===== config.mk =====
export PLATFORM = sky130hd
export DESIGN_NAME = lut_config_sequencer
export DESIGN_NICKNAME = d
export VERILOG_FILES = /design/src/rtl/lut_config_sequencer.sv
export SDC_FILE = /design/constraint.sdc
export NUM_CORES = 1
export LEC_CHECK = 0
export ABC_AREA = 1
export CAP_MARGIN = 20
export CORE_MARGIN = 8
export CORE_UTILIZATION = 39
export CTS_CLUSTER_SIZE = 10
export DETAILED_ROUTE_END_ITERATION = 8
export GPL_TIMING_DRIVEN = 0
export PLACE_DENSITY = 0.79
export SYNTH_ARGS = -nofsm -noshare
export SYNTH_HDL_FRONTEND = slang
export SYNTH_SLANG_ARGS = --single-unit

===== constraint.sdc =====
create_clock -name CLK -period 1.1 [get_ports CLK]
set_clock_uncertainty 0.15 [all_clocks]
set_input_delay 0.33 -clock CLK [delete_from_list [all_inputs] [get_ports CLK]]
set_output_delay 0.33 -clock CLK [all_outputs]
set_load 0.01 [all_outputs]

===== src/rtl/lut_config_sequencer.sv =====
// Runtime-reconfigurable N-input LUT with a serial config loader.
// Shadow load with atomic commit; registered 1-deep lookup path.
//
// Ports:
//   CLK, RESET          clock, synchronous active-high reset
//   cfg_start           begin or restart a table load
//   cfg_valid/cfg_bit   serial table bits, index 0 first
//   cfg_ready           high while loading (bits accepted)
//   cfg_done            one-cycle pulse after a commit
//   busy                high while loading
//   in_valid/in_ready/I lookup request handshake and index
//   out_valid/out_ready/O lookup result handshake and data
//   table_q             active table readback
module lut_config_sequencer #(
  parameter int N = 2,
  parameter logic [2**N-1:0] INIT = 4'h5
) (
  input  logic           CLK,
  input  logic           RESET,
  input  logic           cfg_start,
  input  logic           cfg_valid,
  input  logic           cfg_bit,
  output logic           cfg_ready,
  output logic           cfg_done,
  output logic           busy,
  input  logic           in_valid,
  output logic           in_ready,
  input  logic [N-1:0]   I,
  output logic           out_valid,
  input  logic           out_ready,
  output logic           O,
  output logic [2**N-1:0] table_q
);

  localparam int W  = 2**N;
  localparam int CW = $clog2(W) + 1;
  localparam logic [CW-1:0] LAST = CW'(W - 1);

  typedef enum logic {
    S_IDLE,
    S_LOAD
  } state_t;

  state_t          state;
  logic [W-1:0]    active;
  logic [W-1:0]    shadow;
  logic [W-1:0]    shadow_nxt;
  logic [CW-1:0]   cnt;
  logic            accept;

  assign shadow_nxt = {cfg_bit, shadow[W-1:1]};
  assign in_ready   = !out_valid || out_ready;
  assign accept     = in_valid && in_ready;
  assign table_q    = active;

  always_ff @(posedge CLK) begin
    if (RESET) begin
      state     <= S_IDLE;
      active    <= INIT;
      shadow    <= '0;
      cnt       <= '0;
      cfg_ready <= 1'b0;
      cfg_done  <= 1'b0;
      busy      <= 1'b0;
    end else begin
      cfg_done <= 1'b0;
      unique case (state)
        S_IDLE: begin
          if (cfg_start) begin
            state     <= S_LOAD;
            cnt       <= '0;
            cfg_ready <= 1'b1;
            busy      <= 1'b1;
          end
        end
        S_LOAD: begin
          // A restart drops whatever bit shows up with it.
          if (cfg_start) begin
            cnt <= '0;
          end else if (cfg_valid) begin
            shadow <= shadow_nxt;
            cnt    <= cnt + 1'b1;
            if (cnt == LAST) begin
              active    <= shadow_nxt;
              state     <= S_IDLE;
              cfg_ready <= 1'b0;
              busy      <= 1'b0;
              cfg_done  <= 1'b1;
            end
          end
        end
        default: state <= S_IDLE;
      endcase
    end
  end

  // Lookup reads active before any same-cycle commit lands.
  always_ff @(posedge CLK) begin
    if (RESET) begin
      out_valid <= 1'b0;
      O         <= 1'b0;
    end else if (accept) begin
      out_valid <= 1'b1;
      O         <= active[I];
    end else if (out_ready) begin
      out_valid <= 1'b0;
    end
  end

endmodule

Yosys cells after proc, flatten, opt, wreduce, memory -nomap -nowiden
Cells that the tools add are included.
{"block": "op_classes", "n_addsub": 1, "order_cmp": 1, "n_eq_ne": 6, "n_mux": 19, "bitwise_logic": 3, "n_reduce_logical": 9}
{"cell": "2-to-1 mux 1 bit", "n": 12}
{"cell": "2-to-1 mux 3 bit", "n": 3}
{"cell": "AND reduction 4 bit", "n": 2}
{"cell": "!= test 2 bit (second input constant)", "n": 3}
{"cell": "case mux 3 bit (2 select lines)", "n": 1}
{"cell": "case mux 1 bit (2 select lines)", "n": 2}
{"cell": "OR reduction 4 bit", "n": 1}
{"cell": "adder 3 x 1 -> 3 bit (second input constant)", "n": 1}
{"cell": "== test 3 x 2 -> 1 bit (second input constant)", "n": 1}
{"cell": "< comparator 2 x 3 -> 1 bit (second input constant)", "n": 1}
{"cell": "!= test 3 bit (second input constant)", "n": 1}
{"cell": "NOT 1 bit", "n": 3}
{"cell": "AND reduction 3 bit", "n": 1}
{"cell": "binary-select mux 1 bit (select 2 bit)", "n": 1}
{"cell": "!= test 2 x 1 -> 1 bit (second input constant)", "n": 1}
{"cell": "AND reduction 2 bit", "n": 1}
{"cell": "nonzero test 2 bit", "n": 1}
{"cell": "logical AND 1 bit", "n": 1}
{"cell": "zero test 1 bit", "n": 1}
{"cell": "logical OR 1 bit", "n": 1}
{"block": "word_totals", "reg_bits": 16, "inputBits": 9, "wordCells": 47}

Longest topological paths before layout
Gate-level depths: netlist (run 1).
{"block": "logic_depth", "word_depth": 5, "ltp_mapped": 6, "mapped_depth_nobuf": 6}

Least setup slack after synthesis (run 1)
OpenSTA, ideal clock, no wires.
{"block": "synth_timing", "path_type": "reg2reg", "start": "register cnt[0]", "end": "register active[1] (netlist: table_q[1])", "setup_time_ns": 0.112, "arrival_ns": 0.946, "setup_slack_ns": -0.108, "path_stages_with_launch": 7, "path_cell_list": "dfxtp_1 > ha_1 > ha_1 > nand2_4 > nor2_4 > nand2_1 > nand2_1"}
{"block": "synth_via", "elab_chain_cells": 2}
{"item": "start: declaration", "line": "48", "text": "logic [CW-1:0] cnt;"}
{"item": "start signal: assignment", "line": "82", "text": "cnt <= cnt + 1'b1;"}
{"item": "== test 3 x 2 -> 1 bit", "line": "83", "text": "if (cnt == LAST) begin"}
{"item": "AND reduction 4 bit (no source line)"}
{"item": "end signal: assignment", "line": "84", "text": "active <= shadow_nxt;"}
{"item": "end: declaration", "line": "45", "text": "logic [W-1:0] active;"}
Every way passes these cells.
A chain may end at the register's enable or synchronous reset.

==> results of run 1 <==
## metrics by stage
step	total power, W	util [%]	TNS [ns]	hold slack, ns	cell area [um^2]
after CTS	0.00104	63.9	-1.69	0.317	973
after detailed placement	0.000721	56.7	-10.44	0.312	865
after global routing	0.00110	67.2	-2.49	0.263	1020
after floorplan	0.000644	-	0	0.242	664
final	0.00105	67.2	-1.66	0.258	1020
after global placement	0.000717	56.7	-10.02	0.305	865
## per-layer routing
metal | vias up | wire [um] | part of all wire [%] | GRT usage (%)
met3 | 2 | 109 | 6.8 | 4.49
li1 | 324 | - | - | -
met2 | 16 | 876 | 55 | 18.5
met5 | - | 0 | 0 | 0
met4 | 0 | 21 | 1.3 | 4.12
met1 | 296 | 596 | 37 | 8.90
## cell usage in the layout (no fill, tap or decap), types with 2 or more instances in the layout
master	count
buf_6	11
ha_4	2
nor2_1	10
dfxtp_1	5
buf_2	2
dlygate4sd2_1	3
inv_2	3
nand3_1	8
clkbuf_4	3
o21ai_1	2
nand2_1	17
o21ai_2	2
a21oi_1	4
clkdlybuf4s50_1	3
inv_1	8
buf_4	7
nand2_2	5
dfxtp_2	10
## registers in the layout, summed over array words and instances, names as in the netlist
name and count:
busy 1, cfg_done 1, state 1, out_valid 1
O 1, table_q 4, shadow 3, cnt 3
## final cells by class
cell class	instances	area share (%)
buffer	1	1.10
clock buffer	4	2.56
inverter	11	4.03
multi-input combinational	57	35.5
sequential	15	30.5
tap	16	1.95
timing repair buffer	27	24.3
## power by group through the flow
| stage | Sequential [W] | Combinational [W] | Clock, W |
|---|---|---|---|
| 2_1_floorplan | 0.000589 | 0.0000553 | 0 |
| 3_3_place_gp | 0.000585 | 0.000132 | 0 |
| 3_5_place_dp | 0.000587 | 0.000134 | 0 |
| 4_1_cts | 0.000577 | 0.000145 | 0.000322 |
| 5_1_grt | 0.000581 | 0.000173 | 0.000342 |
| 6_report | 0.000579 | 0.000160 | 0.000315 |
## worst min-delay path, delay by kind of cell
kind	cells	cell delay, ns
compound gates	1	0.06
simple gates	2	0.12
buf+inv	1	0.15
## cells by family (layout without fill, tap and decap cells)
logic type,count (synthesis),in the layout,synth area share [%]
buf+inv,12,43,7.66
flops,15,15,47.2
simple gates,45,45,33.4
compound gates,10,10,7.86
fa+ha+maj,2,2,3.93
## worst min path at each step
stage / start / endpoint / slack [ns] / cells past startpoint
2_1_floorplan: RESET / cnt[1] / 0.24 / 1
3_3_place_gp: cnt[2] / cnt[2] / 0.31 / 2
3_5_place_dp: cnt[2] / cnt[2] / 0.31 / 2
4_1_cts: out_ready / out_valid / 0.32 / 4
5_1_grt: cfg_valid / state / 0.26 / 4
6_report: cfg_valid / state / 0.26 / 4
## timing repair
item	in CTS	in global routing
endpoints found under the setup margin	24	23
pin swaps	4	4
setup buffers	8	1
gates resized for setup	67	13
==> reports/summary.md, run 1 <==
The run finished, with violations left. The checks that failed: negative setup slack. The critical path goes through buf_6 -> buf_6.

The run gives 638 as the overall via count from detail_route. Net switching is 25.6% of the power. Critical path endpoint category: an output port.

The synthesized net count came out at 95. In this run, the number of DRC markers left after iteration 0 of detailed routing was 13. Across every metal layer, demand over resource in global routing totals 9.92%. In the synthesized netlist, the number of instances is 84. Buffers placed on the I/O ports in this run total 18. The number of antenna violations at the first check in global routing is 0.

The critical path is of the register to output port type. The count of H-tree levels built during CTS came out at 1. For the count of different cell masters after synthesis, the log shows 14. The category of cells accounting for the largest share of critical-path delay is flip-flops. The critical path's slowest cell was dfxtp_2.

The tools report the final-report max-slew violation count as 0. The tools report the total wirelength of the detailed-routed design as 1.60 mm. The transition time at the pin with the least slew margin was 0.362 ns; the sum of buffers and inverters on the critical path was 2. Of the synthesized area, sequential elements account for 47.2%.

The first global-routing pass estimated 2.55 mm of wire. By area the synthesized netlist is led by dfxtp_1 (47%), nand2_1 (13%), nor2_1 (6.5%), nand3_1 (6.3%), inv_1 (5.3%). The tree built by TritonCTS fans out to 15 sinks. For the worst-case register-to-register setup slack, the log shows -0.06 ns.

The clock network is responsible for 29.9% of the overall power. After clock tree synthesis, the clock-pin slew on the worst setup and hold paths is 0.09 ns. The final weighted congestion in routability-driven placement is 0.753. The final number of setup-violating endpoints came out at 19. Post-detailed-route via-to-cell ratio: 4.87.

The predominant post-synthesis flop cell was dfxtp_1. Worst slack after detailed placement: -0.843 ns. In this run the worst hold path is classified as primary input to register. The run gives 0 as the number of warnings printed during yosys synthesis. In the final layout, the multi-input gates occupy 364 um^2. The biggest area contributor in the post-synthesis netlist is dfxtp_1.

For this run, the top clock speed supported by timing is 754 MHz. The logs give 709 uV for the peak ir drop on the vdd network and 55.0% for the portion of total power attributed to sequential cells. The tools report the number of buffers inserted by hold repair at cts as 0. Post-synthesis to final-layout area growth: 60.9%. The filler cell count in the final layout came out at 122. Data on the critical path arrives at its endpoint at 0.85 ns. For the critical path data required time, the log shows 0.62 ns. In this run the critical register-to-register path is launched from cnt[0].

The number of enable-type register cells in the synthesized netlist was 0. In this run, synthesis produced a sequential element count of 15. Setup repair after global routing could not meet its margin everywhere. Largest net degree at the start of global routing: 11.

The floorplan step set the die width to 56.4 um. The sequential cells in the finished layout cover a total of 313 um^2. In the finished design, the share of the clock period the worst path needs comes to 121%. The most common cell in the synthesized netlist is nand2_1.

For this run, design rule violations remaining after detail routing come to 0. The post-route netlist has 46.1% of its cells at a drive strength greater than 1. The most numerous cell type found on the critical path is buf_6. The starting density of the core came out at 41.8%.

Summed over all nets, the switching power comes to 0.000269 W. The count of standard-cell rows came out at 14. The run gives 0.29 ns as the insertion delay to the later sink of the worst-skew pair.

The most critical setup path has its startpoint at busy. The run gives 1520 um^2 as the core outline area. The combinational group share of total power is 15.2%.

Along the worst path, the maximum fanout reaches 3. The repair_antennas step left the layout with diodes totalling 0. The die covers 3180 um^2. The tree is rooted in a clkbuf_4. The mean cell area of the mapped netlist works out to 7.58 um^2.

STA classifies the critical path startpoint as a register. Across the run, the number of max-cap violations was 0. Clock tree synthesis inserted a total of 3 buffers. For the finished layout, the period the worst path requires is 1.33 ns. The number of placed instances, taps included, is 118. The largest single stage delay on the critical path is 0.34 ns.

Worst flop-to-flop path endpoint: table_q[1]. The end of the critical path is cfg_ready. Maximum clock insertion buffer count: 2. The count of TritonRoute iterations in the first routing pass is 4. The filler-free cell count of the finished design was 131. The run gives 586 as the via count of the first global-routing pass.

TritonCTS built the clock tree. The die is 56.4 um tall. The final worst setup slack is -0.227 ns, and the share of flip-flops with an asynchronous set or reset is 0%. For this design the ratio of total power to cell area is 1030 nW/um^2.

The mapped netlist covers 637 um^2. Counting cells, the worst reg-to-reg path comes to 6. Summed over its instances, the top area cell type makes up 47.2% of the synthesized netlist area. The tools report the static leakage power as 0.500 nW.

The logs give 0 for the number of nets with antenna violations after detailed routing and 0 for the final hold violation count. In the final design database the tool counted 127 nets. The top-level I/O count was 19; the remaining global-route overflow was 0.

In this run the number of cells on the critical path is 2. Detailed placement finished with a half-perimeter wire length of 1.10 mm. The internal power component is 0.000785 W. By count the netlist is led by nand2_1 (22), dfxtp_1 (15), nor2_1 (11). Measured against its own limit, the worst slew margin works out to 75.9%.

Dividing the detail-routed wire length by the instance count gives 12.2 um.
Power figures use the tool's default switching activity.
==> run 2: changes to the inputs <==
--- a/config.mk
+++ b/config.mk
@@ -6,7 +6,7 @@
 export NUM_CORES = 1
 export LEC_CHECK = 0
 export ABC_AREA = 1
-export CAP_MARGIN = 20
+export CAP_MARGIN = 15
 export CORE_MARGIN = 8
 export CORE_UTILIZATION = 39
 export CTS_CLUSTER_SIZE = 10
==> results of run 2 <==
Same layout as run 1: the final DEF is identical, and so are final timing and power.
